$ cat config.mk
export PLATFORM = sky130hd
export DESIGN_NAME = uart_rx_front
export DESIGN_NICKNAME = d
export VERILOG_FILES = /design/src/rtl/uart_rx_front.sv
export SDC_FILE = /design/constraint.sdc
export NUM_CORES = 1
export LEC_CHECK = 0
export ABC_AREA = 1
export ABC_CLOCK_PERIOD_IN_PS = 3210
export BUFFER_PORTS_ARGS = -buffer_cell sky130_fd_sc_hd__buf_4
export CAP_MARGIN = 20
export CELL_PAD_IN_SITES_DETAIL_PLACEMENT = 2
export CELL_PAD_IN_SITES_GLOBAL_PLACEMENT = 2
export CORE_MARGIN = 2
export CORE_UTILIZATION = 30
export DETAILED_ROUTE_END_ITERATION = 12
export PLACE_DENSITY = 0.72
export SLEW_MARGIN = 30
export SYNTH_ARGS = -nofsm -noshare
export SYNTH_HDL_FRONTEND = slang
export SYNTH_SLANG_ARGS = --single-unit
$ cat constraint.sdc
create_clock -name CLK -period 3.21 [get_ports CLK]
set_clock_uncertainty 0.2 [all_clocks]
set_input_delay 0.642 -clock CLK [delete_from_list [all_inputs] [get_ports CLK]]
set_output_delay 0.642 -clock CLK [all_outputs]
set_load 0.05 [all_outputs]
$ cat src/rtl/uart_rx_front.sv
// Oversampled UART receiver front end: start detection, 3-point majority sampling,
// optional parity check and a single-cycle result strobe per frame.
module uart_rx_front #(
    parameter int width = 8
) (
    input  logic             CLK,
    input  logic             Reset,
    input  logic             RX_IN,
    input  logic [5:0]       Prescale,
    input  logic             PAR_EN,
    input  logic             PAR_TYP,
    output logic [width-1:0] Rx_P_Data,
    output logic             RxValid,
    output logic             Parity_Error,
    output logic             Stop_Error
);

    localparam int BW = (width > 1) ? $clog2(width) : 1;
    localparam logic [BW-1:0] LAST_BIT = BW'(width - 1);

    typedef enum logic [2:0] {IDLE, START, DATA, PARITY, STOP} state_t;

    state_t           state, state_nxt;
    logic [5:0]       edge_cnt;
    logic [BW-1:0]    bit_cnt;
    logic [5:0]       psc;
    logic             par_en_q;
    logic             par_typ_q;
    logic [2:0]       samples;
    logic [width-1:0] shift;
    logic             par_err;

    logic [5:0] psc_dec;
    logic [5:0] half;
    logic       last_edge;
    logic       maj;

    always_comb begin
        case (Prescale)
            6'd16:   psc_dec = 6'd16;
            6'd32:   psc_dec = 6'd32;
            default: psc_dec = 6'd8;
        endcase
    end

    assign half      = {1'b0, psc[5:1]};
    assign last_edge = (edge_cnt == psc - 6'd1);
    assign maj       = (samples[0] & samples[1]) | (samples[0] & samples[2]) |
                       (samples[1] & samples[2]);

    always_ff @(posedge CLK) begin
        if (Reset) state <= IDLE;
        else       state <= state_nxt;
    end

    always_comb begin
        state_nxt = state;
        case (state)
            IDLE:    if (!RX_IN) state_nxt = START;
            START:   if (last_edge) state_nxt = maj ? IDLE : DATA;
            DATA:    if (last_edge && bit_cnt == LAST_BIT) state_nxt = par_en_q ? PARITY : STOP;
            PARITY:  if (last_edge) state_nxt = STOP;
            STOP:    if (last_edge) state_nxt = IDLE;
            default: state_nxt = IDLE;
        endcase
    end

    // The IDLE cycle that sees the line low is already edge 0 of the start bit.
    always_ff @(posedge CLK) begin
        if (Reset) begin
            edge_cnt  <= '0;
            bit_cnt   <= '0;
            psc       <= 6'd8;
            par_en_q  <= 1'b0;
            par_typ_q <= 1'b0;
            par_err   <= 1'b0;
        end else if (state == IDLE) begin
            edge_cnt <= RX_IN ? 6'd0 : 6'd1;
            if (!RX_IN) begin
                bit_cnt   <= '0;
                psc       <= psc_dec;
                par_en_q  <= PAR_EN;
                par_typ_q <= PAR_TYP;
                par_err   <= 1'b0;
            end
        end else begin
            edge_cnt <= last_edge ? 6'd0 : edge_cnt + 6'd1;
            if (state == DATA && last_edge)
                bit_cnt <= (bit_cnt == LAST_BIT) ? '0 : bit_cnt + 1'b1;
            if (state == PARITY && last_edge)
                par_err <= maj ^ (^shift) ^ par_typ_q;
        end
    end

    always_ff @(posedge CLK) begin
        if (Reset) begin
            samples <= '0;
            shift   <= '0;
        end else if (state != IDLE) begin
            if (edge_cnt == half - 6'd1) samples[0] <= RX_IN;
            if (edge_cnt == half)        samples[1] <= RX_IN;
            if (edge_cnt == half + 6'd1) samples[2] <= RX_IN;
            if (state == DATA && last_edge)
                shift[bit_cnt] <= maj;
        end
    end

    // Result strobes land in the IDLE cycle that follows the stop bit.
    always_ff @(posedge CLK) begin
        if (Reset) begin
            Rx_P_Data    <= '0;
            RxValid      <= 1'b0;
            Parity_Error <= 1'b0;
            Stop_Error   <= 1'b0;
        end else begin
            RxValid      <= 1'b0;
            Parity_Error <= 1'b0;
            Stop_Error   <= 1'b0;
            if (state == STOP && last_edge) begin
                Parity_Error <= par_err;
                Stop_Error   <= ~maj;
                if (!par_err && maj) begin
                    RxValid   <= 1'b1;
                    Rx_P_Data <= shift;
                end
            end
        end
    end

endmodule

==> flow_summary.toml, run 1 <==
[clock_network]
clockBufferDepth = 2
clock_sinks = 40
path_clk_slew_ps = 90
root_buffer = "clkbuf_8"
post-cts-setup-buffers = 0
holdBufCountCts = 0
cts_buffers = 5
htree_levels = 2
cts_resized = 0
clkLatencyLatePin_ps = 300
cts_tree = "done"

[worst_setup_path]
path_cells = "inv_1 > ha_1 > xnor2_1 > nor2_4 > nand2_4 > inv_2 > nand3_1 > nand2_1 > a21oi_1"
slowest_stage = "dfxtp_1"
required_ps = 3190
endpoint = "Rx_P_Data[0]"
regToRegSetupSlack_ps = 970
path_delay_family = "simple AND/OR/NAND/NOR gates"
crit_buf_inv = 2
reg2reg_to = "Rx_P_Data[0]"
r2r_cells = 9
cp-start-kind = "register"
cp_max_fo = 11
worstSetupEndpointType = "register"
crit_start = "psc[3]"
cp.depth = 9
r2r_start = "psc[3]"
crit_arrival_ps = 2230
slowest_delay_ps = 390
path_class = "reg -> reg"

[timing]
finalCritPeriodShare = 0.6993
hold_viol_final = 0
tightestPinTransition_ps = 691.7
setup_tns_ps = 0
slew_headroom = 0.5340
slew_violations = 0
rsz0062_at_grt = "false"
period_needed_ps = 2245
finalSetupViolCount = 0
layout_setup_ws_ps = 965.2
clock.fmax_ghz = 0.4455

[finish]
fin_nets = 359
num_antenna_cells = 0
drive_gt1_frac = 0.1283
synthToLayoutAreaGrowth_pct = 15.31
fillCellCount = 880

[power_and_ir_drop]
clkPwrFrac = 0.308
power.density_mw_per_mm2 = 548.0
vdd_drop_max_mv = 0.2480
cellInternalPower_mw = 0.8865
leakage_nw = 1.076
power_frac_comb = 0.276
seq_power_share = 0.416
net-switching-power_mw = 0.5075
p_sw_frac = 0.3641

[logic_synthesis]
yosysMostFrequentCell = "nand2_1"
yosysWarnings = 0
ys_seq_elements = 40
ys_async_sr_fraction = 0
synth-seq-area-share = 0.3630
synthFlopType = "dfxtp_1"
postSynthAreaPerCell_um2 = 6.829
synth.largest_area_cell = "dfxtp_1"
synthTopCellsByArea = "dfxtp_1, nand2_1, a21oi_1"
syn_nets = 340
syn_inst = 323
synth_edf_count = 0
synth_common_cells = "nand2_1, dfxtp_1, inv_1"
ys_types = 33
syn_area_mm2 = 0.002206
synth_top_cell_area_share = 0.3630

[detailed_routing]
vias = 2170
firstDrtPassIters = 4
vias_per_cell = 4.910
drc = 0
drt_iter0_drc = 49
wl_per_cell_um = 14.39
ant_nets = 0
wirelength_um = 6362

[placed_design]
gp_congestion = 0.7309
dp_hpwl_um = 4885
portBuffers = 21
dp_slack_ps = 934.8

[die]
die-area_mm2 = 0.008055
row_count = 31
core_mm2 = 0.007176
die_w_um = 89.75
die_h_um = 89.75
start_util = 0.3074
pin_count = 22

[global_route]
grt_max_degree = 29
grt_overflow = 0
grt_util_all_layers = 0.1695
grt_pass1_wl_um = 11140
grt_pass1_vias = 2287
antenna_found_initial = 0

[run]
drv_cap = 0

[hold_path]
holdCritPathClass = "reg -> reg"
min_path_cells = 2

[run_status]
status = "completed"
-- cell families (layout without fill, tap and decap cells) --
kind of cell,after synthesis,count (layout),synth area share
simple gates,173,173,0.3636
buf+inv,50,70,0.09472
compound gates,46,46,0.1129
fa+ha+maj,6,6,0.03403
xor+xnor,8,8,0.03177
flops,40,40,0.3630
-- worst min-delay path by stage --
| stage | from | end | slack [ps] |
|---|---|---|---|
| 5_1_grt | Rx_P_Data[2] | Rx_P_Data[2] | 300 |
| 3_5_place_dp | Rx_P_Data[1] | Rx_P_Data[1] | 260 |
| 2_1_floorplan | par_typ_q | par_typ_q | 250 |
| 6_report | Rx_P_Data[1] | Rx_P_Data[1] | 270 |
| 3_3_place_gp | Rx_P_Data[6] | Rx_P_Data[6] | 250 |
| 4_1_cts | Rx_P_Data[1] | Rx_P_Data[1] | 270 |
-- worst register-to-register path: stages (launching register included) --
cell and delay (ps):
dfxtp_1 390, inv_1 110, ha_1 350, xnor2_1 170, nor2_4 150, nand2_4 100, inv_2 170, nand3_1 280
nand2_1 150, a21oi_1 70
-- routing by layer --
layer  track usage  share of wire  vias to the layer above
met5             0              0                        -
li1              -              -                     1094
met3       0.02682          0.017                        6
met1        0.1972           0.44                     1055
met4       0.04872          0.012                        0
met2        0.3194           0.53                       15
-- registers in the layout (all words and copies together), names as in the netlist --
signal,count
Rx_P_Data,8
shift,8
edge_cnt,6
bit_cnt,3
psc,3
samples,3
state,3
Parity_Error,1
RxValid,1
Stop_Error,1
par_en_q,1
par_err,1
par_typ_q,1
-- through the flow --
stage / hold WS, ps / total power [mW] / cells / area (µm²) / utilization
2_1_floorplan: 245.1 / 0.8733 / 323 / 2206 / -
3_3_place_gp: 250.7 / 0.9685 / 434 / 2432 / 0.3390
3_5_place_dp: 260.3 / 0.9853 / 434 / 2432 / 0.3390
4_1_cts: 274.6 / 1.414 / 442 / 2544 / 0.3545
5_1_grt: 304.5 / 1.503 / 442 / 2544 / 0.3545
6_report: 270.7 / 1.394 / 442 / 2544 / 0.3545
-- power groups by stage --
stage / logic, mW / clock network [mW] / registers (mW)
3_5_place_dp: 0.393 / 0 / 0.592
6_report: 0.385 / 0.429 / 0.579
3_3_place_gp: 0.377 / 0 / 0.591
4_1_cts: 0.395 / 0.439 / 0.580
5_1_grt: 0.451 / 0.461 / 0.590
2_1_floorplan: 0.294 / 0 / 0.579
-- layout make-up --
type	count	area (µm²)	area share
inverters	41	153.9	0.06050
well taps	99	123.9	0.04870
multi-input cells	233	1196	0.4702
clock buffers	5	68.82	0.02705
repair buffers	21	157.7	0.06198
flip-flops and latches	40	800.8	0.3148
clock inverters	3	42.54	0.01672
-- placed cells by master, fill, tap and decap left out, types with 2 or more instances in the layout --
| master | instances |
|---|---|
| o211ai_1 | 2 |
| clkbuf_8 | 5 |
| nor2_2 | 3 |
| inv_2 | 3 |
| buf_4 | 21 |
| dfxtp_1 | 40 |
| nand3_1 | 27 |
| nor3_1 | 4 |
| o21ai_0 | 7 |
| nand3_2 | 2 |
| a31oi_1 | 2 |
| nand2_1 | 79 |
| nor2_1 | 30 |
| ha_1 | 6 |
| clkinv_1 | 2 |
| nand4_1 | 21 |
| nand2_2 | 2 |
| xor2_1 | 5 |
| xnor2_1 | 3 |
| inv_1 | 36 |
| a21oi_1 | 31 |
No activity file was read; power rests on OpenSTA's default activity.
==> run 2, diff against run 1 <==
--- a/config.mk
+++ b/config.mk
@@ -5,8 +5,8 @@
 export SDC_FILE = /design/constraint.sdc
 export NUM_CORES = 1
 export LEC_CHECK = 0
-export ABC_AREA = 1
-export ABC_CLOCK_PERIOD_IN_PS = 3210
+export ABC_AREA = 0
+export ABC_CLOCK_PERIOD_IN_PS = 2000
 export BUFFER_PORTS_ARGS = -buffer_cell sky130_fd_sc_hd__buf_4
 export CAP_MARGIN = 20
 export CELL_PAD_IN_SITES_DETAIL_PLACEMENT = 2
@@ -14,7 +14,7 @@
 export CORE_MARGIN = 2
 export CORE_UTILIZATION = 30
 export DETAILED_ROUTE_END_ITERATION = 12
-export PLACE_DENSITY = 0.72
+export PLACE_DENSITY = 0.67
 export SLEW_MARGIN = 30
 export SYNTH_ARGS = -nofsm -noshare
 export SYNTH_HDL_FRONTEND = slang
==> constraint.sdc (replaced) <==
create_clock -name CLK -period 2 [get_ports CLK]
set_clock_uncertainty 0.2 [all_clocks]
set_input_delay 0.4 -clock CLK [delete_from_list [all_inputs] [get_ports CLK]]
set_output_delay 0.4 -clock CLK [all_outputs]
set_load 0.05 [all_outputs]
==> flow_summary.toml, run 2 <==
[run_status]
status = "complete, but fails checks"
violations = "setup timing"

[worst_setup_path]
path_class = "reg -> reg"
required_ps = 2030
r2r_start = "psc[4]"
worstSetupEndpointType = "register"
crit_arrival_ps = 2150
cp.depth = 7
crit_start = "psc[4]"
cp-start-kind = "register"
reg2reg_to = "shift[1]"
r2r_cells = 7
slowest_stage = "or3_4"
endpoint = "shift[1]"
slowest_delay_ps = 440
crit_buf_inv = 1
path_cells = "inv_2 > ha_4 > xor2_4 > nand4_4 > or3_4 > nor4b_4 > mux2i_1"
cp_max_fo = 8
regToRegSetupSlack_ps = -120
path_delay_family = "simple AND/OR/NAND/NOR gates"

[global_route]
grt_max_degree = 21
grtUsageMet1 = 0.2005
grt_util_all_layers = 0.1580
grt_pass1_wl_um = 9246
use_met3 = 0.03078
grt_overflow = 0
grt_pass1_vias = 1808
top_usage_layer = "met2"
met2_usage = 0.2686
antenna_found_initial = 0

[finish]
fillCellCount = 770
largestRegisters = "Rx_P_Data (8), shift (8), edge_cnt (6)"
fin_area_mm2 = 0.002721
drive_gt1_frac = 0.3231
regArea_um2 = 807.0
fin_nets = 277
layout_common_cells = "buf_4, dfxtp_1, nor2_1"
layout_commonest_cell = "buf_4"
multi_input_area_mm2 = 0.001314
synthToLayoutAreaGrowth_pct = 27.57
num_antenna_cells = 0

[clock_network]
clockBufferDepth = 2
clock_sinks = 40
htree_levels = 2
clkLatencyLatePin_ps = 300
cts_buffers = 5
cts_tree = "done"
root_buffer = "clkbuf_8"
holdBufCountCts = 0
path_clk_slew_ps = 80

[logic_synthesis]
syn_nets = 236
synth_top_cell_area_share = 0.3754
syn_area_mm2 = 0.002133
synthTopCellsByArea = "dfxtp_1, mux2i_1, xor2_1"
yosysWarnings = 0
synth_edf_count = 0
ys_seq_elements = 40
synth.largest_area_cell = "dfxtp_1"
yosysMostFrequentCell = "dfxtp_1"
ys_async_sr_fraction = 0
synth-seq-area-share = 0.3754
synth_common_cells = "dfxtp_1, nor2_1, mux2i_1"
ys_types = 48
synthFlopType = "dfxtp_1"
syn_inst = 219
postSynthAreaPerCell_um2 = 9.741

[run]
drv_cap = 0

[detailed_routing]
drc = 0
ant_nets = 0
drt_iter0_drc = 37
vias_per_cell = 4.674
vias = 1664
wirelength_um = 5575
wl_per_cell_um = 15.66
firstDrtPassIters = 2

[power_and_ir_drop]
total_power_mw = 1.683
leakage_nw = 1.072
vdd_drop_max_mv = 0.2413
power.density_mw_per_mm2 = 618.3

[timing]
clock.fmax_ghz = 0.4712
finalCritPeriodShare = 1.061
slew_violations = 0
rsz0062_at_grt = "true"
tightestPinTransition_ps = 489.7
slew_headroom = 0.6705
finalSetupViolCount = 21
hold_viol_final = 0
layout_setup_ws_ps = -122.5
period_needed_ps = 2122
setup_tns_ps = -928.3

[placed_design]
dp_slack_ps = -214.7
place_area_mm2 = 0.002537
portBuffers = 21
dp_hpwl_um = 4182
gp_congestion = 0.7296

[die]
die_w_um = 88.33
pin_count = 22
die-area_mm2 = 0.007801
die_h_um = 88.33
start_util = 0.3123
row_count = 30
core_mm2 = 0.006832

[hold_path]
holdCritPathClass = "in -> reg"
-- run 2: cell count changes after synthesis, sizes merged, moves of 5 or more --
cell | before | now
nand3 | 29 | 6
nand2b | 0 | 9
a21oi | 32 | 9
xnor2 | 3 | 8
nor2 | 35 | 27
xor2 | 5 | 13
mux2i | 0 | 20
inv | 39 | 7
nand2 | 82 | 13
nand4 | 21 | 3
o21ai | 8 | 2
-- run 2: power breakdown --
group	total, mW	internal [mW]	switching [mW]
logic	0.309	0.146	0.163
registers	0.838	0.816	0.0223
clock network	0.536	0.237	0.299
-- run 2: routing by layer --
metal  part of all wire  vias up  wire length (µm)
li1                   -      824                 -
met4              0.014        0                77
met1               0.46      816              2570
met2               0.50       17              2805
met5                  0        -                 0
met3              0.022        7               120
-- run 2: how the worst min path moves through the flow --
| stage | startpoint | to | depth (start not counted) |
|---|---|---|---|
| 6_report | PAR_EN | par_en_q | 3 |
| 5_1_grt | PAR_EN | par_en_q | 3 |
| 4_1_cts | PAR_TYP | par_typ_q | 3 |
| 3_5_place_dp | par_en_q | par_en_q | 2 |
| 3_3_place_gp | par_en_q | par_en_q | 2 |
| 2_1_floorplan | par_en_q | par_en_q | 2 |
-- run 2: cells by family after synthesis --
family                     count (synthesis)  share of synthesized area
AOI/OAI and AO/OA                         17                    0.05044
adders and majority gates                  7                    0.03988
muxes                                     21                    0.09912
and+or+nand+nor                           90                     0.2575
buffers and inverters                     21                    0.06628
xor gates and xnor gates                  23                     0.1114
DFF                                       40                     0.3754
-- run 2: cell type report --
cell class / count / share of cell area
Multi-Input combinational cell: 158 / 0.4828
Timing Repair Buffer: 48 / 0.1370
Clock buffer: 5 / 0.02529
Clock inverter: 2 / 0.004598
Sequential cell: 40 / 0.2966
Inverter: 7 / 0.009655
Tap cell: 96 / 0.04414
-- run 2: timing repair --
| action | in CTS | in global routing |
|---|---|---|
| resized for setup | 7 | 11 |
| buffers inserted | 2 | 0 |
| endpoints found under the setup margin | 29 | 27 |
| pin swaps | 2 | 1 |
-- run 2: per-stage QoR --
step / hold WS (ps) / util / cells
after global routing: 159.7 / 0.3984 / 356
final: 146.6 / 0.3984 / 356
after detailed placement: 267.2 / 0.3714 / 348
after floorplan: 241.6 / - / 219
after global placement: 256.8 / 0.3714 / 348
after CTS: 143.4 / 0.3907 / 357
-- run 2: worst reg2reg max path: cells and delay by family, from the launching register on --
| kind | cells | cell delay [ps] |
|---|---|---|
| xor gates and xnor gates | 1 | 180 |
| adders and majority gates | 1 | 290 |
| buffers and inverters | 1 | 50 |
| DFF | 1 | 350 |
| muxes | 1 | 200 |
| and+or+nand+nor | 3 | 790 |
==> run 3, diff against run 2 <==
--- a/config.mk
+++ b/config.mk
@@ -11,6 +11,7 @@
 export CAP_MARGIN = 20
 export CELL_PAD_IN_SITES_DETAIL_PLACEMENT = 2
 export CELL_PAD_IN_SITES_GLOBAL_PLACEMENT = 2
+export CORE_ASPECT_RATIO = 1.1
 export CORE_MARGIN = 2
 export CORE_UTILIZATION = 30
 export DETAILED_ROUTE_END_ITERATION = 12
==> flow_summary.toml, run 3 (synthesis gave the netlist of run 2 again) <==
[global_route]
grt_util_all_layers = 0.1633
grt_pass1_vias = 1886
grt_overflow = 0
grt_pass1_wl_um = 9756
grt_max_degree = 21
antenna_found_initial = 0

[timing]
tightestPinTransition_ps = 472.1
hold_viol_final = 0
setup_tns_ps = -832.9
slew_violations = 0
finalSetupViolCount = 15
clock.fmax_ghz = 0.4752
rsz0062_at_grt = "true"
layout_setup_ws_ps = -104.5
slew_headroom = 0.6824
period_needed_ps = 2105
whs_ps = 150.5
finalCritPeriodShare = 1.052

[hold_path]
holdCritPathClass = "in -> reg"
min_path_cells = 3
worstHoldStart = "PAR_TYP"
hold_end = "par_typ_q"

[run]
drv_cap = 0

[placed_design]
portBuffers = 21
dp_slack_ps = -208.2
placed_cells = 339
place_area_mm2 = 0.002539
dp_hpwl_um = 4195
gp_congestion = 0.7966

[worst_setup_path]
cp-start-kind = "register"
path_class = "reg -> reg"
r2r_start = "psc[3]"
required_ps = 2030
cp_max_fo = 8
worstSetupEndpointType = "register"
r2r_cells = 7
regToRegSetupSlack_ps = -100
reg2reg_to = "shift[1]"
crit_arrival_ps = 2130

[clock_network]
cts_tree = "done"
path_clk_slew_ps = 80
cts_buffers = 5
htree_levels = 2
clockBufferDepth = 2
clock_sinks = 40
clkLatencyLatePin_ps = 300
holdBufCountCts = 0
root_buffer = "clkbuf_8"

[detailed_routing]
wirelength_um = 5982
wl_per_cell_um = 17.19
drt_iter0_drc = 37
firstDrtPassIters = 3
ant_nets = 0
vias_per_cell = 4.914
vias = 1710
drc = 0

[run_status]
violations = "setup timing"
status = "complete, but fails checks"

[power_and_ir_drop]
vdd_drop_max_mv = 0.2803
total_power_mw = 1.834
power.density_mw_per_mm2 = 667.9
leakage_nw = 1.084

[finish]
fin_area_mm2 = 0.002746
num_antenna_cells = 0
drive_gt1_frac = 0.3308
largestRegisters = "Rx_P_Data (8), shift (8), edge_cnt (6)"
final_cells = 348
fin_nets = 279
synthToLayoutAreaGrowth_pct = 28.74
layout_common_cells = "buf_4, dfxtp_1, nor2_1"
layout_commonest_cell = "buf_4"
utilization = 0.3942

[die]
die_w_um = 84.40
start_util = 0.3062
die_h_um = 92.44
row_count = 32
core_mm2 = 0.006967
die-area_mm2 = 0.007802
pin_count = 22
[run 3: how the worst max path moves through the flow]
stage	from	to	cells past startpoint
floorplan	psc[3]	shift[1]	8
global placement	psc[4]	shift[4]	8
detailed placement	psc[4]	shift[0]	8
CTS	psc[3]	shift[4]	8
global route	psc[3]	shift[1]	7
finish	psc[3]	shift[1]	7
[run 3: final cells by class]
class	count	area, µm²
Sequential cell	40	805.8
Timing Repair Buffer	50	387.9
Clock inverter	3	47.55
Fill cell	773	4220
Inverter	7	26.28
Clock buffer	5	68.82
Tap cell	85	106.4
Multi-Input combinational cell	158	1304
[run 3: power breakdown]
group	switching (mW)	total, mW	internal (mW)
sequential	0.0239	0.840	0.816
combinational	0.158	0.295	0.136
clock	0.323	0.699	0.376
total	0.505	1.83	1.33
[run 3: worst max-delay path: stages (launching register included)]
cell and delay, ps:
dfxtp_4 360, inv_2 40, ha_4 280, xor2_4 160, nand4_4 100, or3_4 440
nor4b_4 240, mux2i_1 200
[run 3: repair_timing]
item | 4_1_cts | 5_1_grt
setup buffers | 2 | 0
gates cloned | 0 | 0
pin swaps | 1 | 1
gates resized for setup | 9 | 9
endpoints found under the setup margin | 25 | 27
[run 3: per-layer routing]
layer  global-route usage  vias up  wire, µm
met5                    0        -         0
met4              0.04894        0        72
met3              0.03565        4       154
met2               0.3042       18      3190
met1               0.1853      859      2565
li1                     -      829         -
